### config.mk
export PLATFORM = sky130hd
export DESIGN_NAME = bus_arbiter8
export DESIGN_NICKNAME = d
export VERILOG_FILES = /design/src/rtl/bus_arbiter_pkg.sv /design/src/rtl/rr_pick8.sv /design/src/rtl/bus_arbiter8.sv
export SDC_FILE = /design/constraint.sdc
export NUM_CORES = 1
export LEC_CHECK = 0
export CAP_MARGIN = 20
export CORE_MARGIN = 2
export CORE_UTILIZATION = 55
export CTS_CLUSTER_SIZE = 40
export DETAILED_ROUTE_END_ITERATION = 8
export PLACE_DENSITY = 0.83
export SYNTH_ARGS = -nofsm -noshare
export SYNTH_HDL_FRONTEND = slang
export SYNTH_SLANG_ARGS = --single-unit
### constraint.sdc
create_clock -name clk -period 13.72 [get_ports clk]
set_clock_uncertainty 0.05 [all_clocks]
set_input_delay 4.116 -clock clk [delete_from_list [all_inputs] [get_ports clk]]
set_output_delay 4.116 -clock clk [all_outputs]
set_load 0.01 [all_outputs]
### src/rtl/bus_arbiter_pkg.sv
// Shared constants and types for the 8-way round-robin bus arbiter.
// Included by the picker and the top level via import bus_arbiter_pkg::*.
package bus_arbiter_pkg;

    localparam int N_REQ    = 8;
    localparam int SEL_BITS = 3;
    localparam int CNT_BITS = 8;

    typedef enum logic {
        ST_IDLE = 1'b0,
        ST_BUSY = 1'b1
    } state_t;

    function automatic logic [N_REQ-1:0] sel_onehot(input logic [SEL_BITS-1:0] s);
        logic [N_REQ-1:0] v;
        v    = '0;
        v[s] = 1'b1;
        return v;
    endfunction

endpackage

### src/rtl/rr_pick8.sv
// Combinational round-robin picker: first set bit of (req & ~mask)
// searching ptr, ptr+1, ... ptr+7 modulo 8.
module rr_pick8
    import bus_arbiter_pkg::*;
(
    input  logic [N_REQ-1:0]    req,
    input  logic [SEL_BITS-1:0] ptr,
    input  logic [N_REQ-1:0]    mask,
    output logic                any,
    output logic [SEL_BITS-1:0] idx
);

    logic [N_REQ-1:0]    masked;
    logic [SEL_BITS-1:0] cand;

    genvar gi;
    generate
        for (gi = 0; gi < N_REQ; gi++) begin : g_mask
            assign masked[gi] = req[gi] & ~mask[gi];
        end
    endgenerate

    // Walk from the farthest offset down so the nearest hit overwrites last.
    always_comb begin
        any  = 1'b0;
        idx  = '0;
        cand = '0;
        for (int k = N_REQ - 1; k >= 0; k--) begin
            cand = ptr + SEL_BITS'(k);
            if (masked[cand]) begin
                any = 1'b1;
                idx = cand;
            end
        end
    end

endmodule

### src/rtl/bus_arbiter8.sv
// Round-robin arbiter/sequencer for an 8-way shared datapath mux: holds a grant
// for a multi-beat transaction, then rotates priority with no idle bubble.
module bus_arbiter8
    import bus_arbiter_pkg::*;
#(
    parameter int BUS_BITS  = 64,
    parameter int MAX_BEATS = 16
) (
    input  logic                clk,
    input  logic                rst,
    input  logic [N_REQ-1:0]    req,
    input  logic [N_REQ-1:0]    last,
    input  logic                ready,
    output logic [N_REQ-1:0]    gnt,
    output logic [SEL_BITS-1:0] sel,
    output logic                valid,
    output logic                err
);

    generate
        if (BUS_BITS < 1) begin : g_bad_bus
            $error("bus_arbiter8: BUS_BITS must be positive");
        end
        if (MAX_BEATS < 2 || MAX_BEATS > 255) begin : g_bad_beats
            $error("bus_arbiter8: MAX_BEATS must be in 2..255");
        end
    endgenerate

    state_t              state_q, state_d;
    logic [SEL_BITS-1:0] sel_q, sel_d;
    logic [SEL_BITS-1:0] ptr_q, ptr_d;
    logic [N_REQ-1:0]    gnt_q, gnt_d;
    logic [CNT_BITS-1:0] cnt_q, cnt_d;
    logic                err_q, err_d;

    logic                busy;
    logic                accept;
    logic                rel_abort;
    logic                rel_normal;
    logic                rel_wdog;
    logic                release_any;
    logic [SEL_BITS-1:0] pick_ptr;
    logic [N_REQ-1:0]    pick_mask;
    logic                pick_any;
    logic [SEL_BITS-1:0] pick_idx;

    assign busy   = (state_q == ST_BUSY);
    assign accept = busy && ready;

    // Abort outranks everything: a beat coinciding with a dropped req is not counted.
    assign rel_abort   = busy && !req[sel_q];
    assign rel_normal  = accept && !rel_abort && last[sel_q];
    assign rel_wdog    = accept && !rel_abort && !last[sel_q]
                         && (cnt_q == CNT_BITS'(MAX_BEATS - 1));
    assign release_any = rel_abort || rel_normal || rel_wdog;

    // On release the search restarts just past the outgoing owner.
    assign pick_ptr  = release_any ? (sel_q + SEL_BITS'(1)) : ptr_q;
    assign pick_mask = (rel_abort || rel_wdog) ? sel_onehot(sel_q) : '0;

    rr_pick8 u_pick (
        .req  (req),
        .ptr  (pick_ptr),
        .mask (pick_mask),
        .any  (pick_any),
        .idx  (pick_idx)
    );

    always_comb begin
        state_d = state_q;
        sel_d   = sel_q;
        ptr_d   = ptr_q;
        gnt_d   = gnt_q;
        cnt_d   = cnt_q;
        err_d   = 1'b0;
        case (state_q)
            ST_IDLE: begin
                if (pick_any) begin
                    state_d = ST_BUSY;
                    sel_d   = pick_idx;
                    gnt_d   = sel_onehot(pick_idx);
                    cnt_d   = '0;
                end
            end
            ST_BUSY: begin
                if (release_any) begin
                    ptr_d = pick_ptr;
                    err_d = rel_abort || rel_wdog;
                    cnt_d = '0;
                    if (pick_any) begin
                        sel_d = pick_idx;
                        gnt_d = sel_onehot(pick_idx);
                    end else begin
                        state_d = ST_IDLE;
                        gnt_d   = '0;
                    end
                end else if (accept) begin
                    cnt_d = cnt_q + CNT_BITS'(1);
                end
            end
            default: begin
                state_d = ST_IDLE;
                gnt_d   = '0;
            end
        endcase
    end

    always_ff @(posedge clk) begin
        if (rst) begin
            state_q <= ST_IDLE;
            sel_q   <= '0;
            ptr_q   <= '0;
            gnt_q   <= '0;
            cnt_q   <= '0;
            err_q   <= 1'b0;
        end else begin
            state_q <= state_d;
            sel_q   <= sel_d;
            ptr_q   <= ptr_d;
            gnt_q   <= gnt_d;
            cnt_q   <= cnt_d;
            err_q   <= err_d;
        end
    end

    assign gnt   = gnt_q;
    assign sel   = sel_q;
    assign valid = busy;
    assign err   = err_q;

endmodule
==> results.py <==
metrics = {
    "timing": {
        "whs_ns": 0.421,
        "hold_viol": 0,
        "period_share_pct": 61.0,
        "slew_headroom_pct": 27.5,
        "slew_viol_final": 0,
        "max_freq_mhz": 120,
        "fin_crit_ns": 8.37,
        "rsz0062_at_grt": "no",
        "finalSetupViolations": 0,
        "worstMarginPinSlew_ns": 1.08,
        "fin_tns_setup_ns": 0,
    },
    "yosys": {
        "netlist_area_sq_um": 2460,
        "netlist_instances": 309,
        "ys.flop_type": "dfxtp_1",
        "syn_avg_cell_area_sq_um": 7.95,
        "synth_edf_count": 0,
        "postSynth.asyncResetShare_pct": 0,
        "ys_seq_area_share_pct": 19.6,
        "syn_nets": 332,
        "yosys_warnings": 0,
        "synth-seq-cells": 24,
        "yosysUniqueCellTypes": 72,
    },
    "clocking": {
        "cts_max_path_buffers": 2,
        "cts_tree": "done",
        "htreeDepth": 1,
        "clkTransAtPathRegs_ns": 0.08,
        "cts_hold_buf": 0,
        "cts-buffers-inserted": 3,
        "insertion_delay_ns": 0.26,
        "cts_setup_buffers": 0,
        "clkSinkCount": 24,
        "clockRootBuffer": "clkbuf_8",
        "cts_resized": 0,
    },
    "drt": {
        "first_iter_violations": 401,
        "routedWlPerCell_um": 17.6,
        "drc": 0,
        "antenna_left": 0,
        "routed_wl_um": 6670,
        "drt-pass1-iter-count": 5,
        "vias_per_cell": 6.77,
        "vias": 2573,
    },
    "worst_setup_path": {
        "crit_type": "in -> reg",
        "cp-end-kind": "flip-flop",
        "crit_buf_inv": 2,
        "cp.required_ns": 13.87,
        "worst_ep_arrival_time_ns": 8.51,
        "cpPeakStageDelay_ns": 0.61,
        "crit_family": "compound AO/OA/AOI/OAI gates",
        "cp_slowest_cell": "mux4_2",
        "cp_max_fo": 20,
        "start_kind": "input pin",
        "cp_cell_sequence": "clkdlybuf4s50_1 > mux2i_1 > o22ai_1 > o311a_1 > o21ai_1 > nand2_2 > ha_1 > mux4_2 > mux2i_2 > inv_2 > o311ai_1 > a211o_1 > nor2b_2 > a32o_1",
    },
    "outcome": {
        "status": "finished, final reports clean",
    },
    "die": {
        "core_region_area_sq_um": 4320,
        "die_w_um": 70.8,
        "design.die.area_sq_um": 5020,
        "initial_core_util_pct": 56.8,
        "ios": 32,
        "die_h_um": 70.8,
        "rows": 24,
    },
    "global_route": {
        "grt_pass1_wl_um": 11200,
        "grt_start_max_net_pins": 26,
        "antenna_found_initial": 0,
        "groute.usage.overall_pct": 26.7,
        "gr-total-overflow": 0,
        "grt_pass1_vias": 2386,
    },
    "placement": {
        "io_buffers": 31,
        "placed_cells": 376,
        "globalplace.congestion": 0.933,
        "place_hpwl_um": 5030,
    },
    "final_layout": {
        "final_nets": 352,
        "n_antenna_cell": 0,
        "areaGrowthSynthToFinish_pct": 14.0,
        "drive_above_1_share_pct": 9.76,
        "layout.cells.non_filler": 380,
        "layout_commonest_cell": "nor2_1",
        "layout_common_cells": "33 x nor2_1, 31 x clkdlybuf4s50_1, 24 x dfxtp_1",
    },
    "min_path": {
        "hp-class": "reg -> reg",
    },
    "flow_run": {
        "drv_cap": 0,
    },
}
## per-stage QoR
step	area [sq um]	utilization, %	setup slack (ns)
2_1_floorplan	2460	-	5.65
3_3_place_gp	2750	63.5	5.20
3_5_place_dp	2750	63.5	5.14
4_1_cts	2800	64.8	5.39
5_1_grt	2800	64.8	5.03
6_report	2800	64.8	5.35
## cell usage after synthesis (all sizes together), types with 4 or more instances
| library cell | number | share of area (%) |
|---|---|---|
| a21o | 4 | 1.2 |
| nand2 | 23 | 3.6 |
| nand4 | 5 | 1.3 |
| inv | 9 | 1.4 |
| nand2b | 4 | 1.3 |
| or3 | 4 | 1.2 |
| nor2 | 34 | 5.5 |
| or2 | 5 | 1.3 |
| ha | 4 | 2.0 |
| nor3 | 14 | 2.9 |
| o32ai | 9 | 3.5 |
| clkbuf | 5 | 0.76 |
| nor2b | 8 | 2.1 |
| xnor2 | 5 | 2.1 |
| dfxtp | 24 | 20 |
| o31ai | 4 | 3.5 |
| a211oi | 6 | 2.0 |
| o22ai | 5 | 1.3 |
| o21ai | 17 | 3.6 |
| a32o | 6 | 2.4 |
| buf | 11 | 2.8 |
| a21oi | 18 | 3.8 |
| nor4 | 6 | 1.5 |
| and3 | 4 | 1.0 |
| o311ai | 4 | 1.7 |
| mux2i | 16 | 6.7 |
| xor2 | 7 | 2.5 |
| nand3 | 8 | 1.6 |
## path summary, 6_finish.rpt
| kind | from | to | slack (ns) | cells after the start |
|---|---|---|---|---|
| max | last[1] | gnt[4]$_SDFFE_PP0P_ | 5.35 | 14 |
| min | gnt[0]$_SDFFE_PP0P_ | gnt[0]$_SDFFE_PP0P_ | 0.42 | 2 |
| min reg2reg | gnt[0]$_SDFFE_PP0P_ | gnt[0]$_SDFFE_PP0P_ | 0.42 | 2 |
| max reg2reg | sel[1]$_SDFFE_PP0P_ | gnt[4]$_SDFFE_PP0P_ | 8.47 | 13 |
## routing by layer
layer / global-route usage [%] / vias up / part of all wire, %
met5: 0 / - / 0
met4: 5.45 / 0 / 0.94
met3: 3.56 / 12 / 7.3
met2: 42.6 / 125 / 46
met1: 38.9 / 1206 / 45
li1: - / 1230 / -
## final cells by class
class	count	area, sq um
repair buffers	31	310
fillers	377	1520
clock buffers	4	55.1
flip-flops and latches	24	480
well taps	52	65.1
inverters	9	33.8
multi-input cells	260	1860
## registers in the layout, summed over array words and instances, names as in the netlist
register / cells
sel: 3
err: 1
cnt_q: 8
ptr_q: 3
valid: 1
gnt: 8
## worst register-to-register path: stages, from the launching register on
cell and delay, ns:
dfxtp_1 1.01, mux2i_1 0.28, o22ai_1 0.16, o311a_1 0.44, o21ai_1 0.37, nand2_2 0.35
ha_1 0.51, mux4_2 0.61, mux2i_2 0.32, inv_2 0.05, o311ai_1 0.33, a211o_1 0.24
nor2b_2 0.28, a32o_1 0.21
## kinds of logic after synthesis
family                   share of synthesized area [%]
XOR/XNOR                                          4.58
AND/OR/NAND/NOR                                   26.4
flip-flops                                        19.6
AO/OA/AOI/OAI                                     32.9
adder cells (fa/ha/maj)                           2.04
multiplexers                                      9.57
buffers and inverters                             4.94
Power is not shown: default switching activity piles up to over one toggle a cycle in this logic, so the estimate is an artifact.
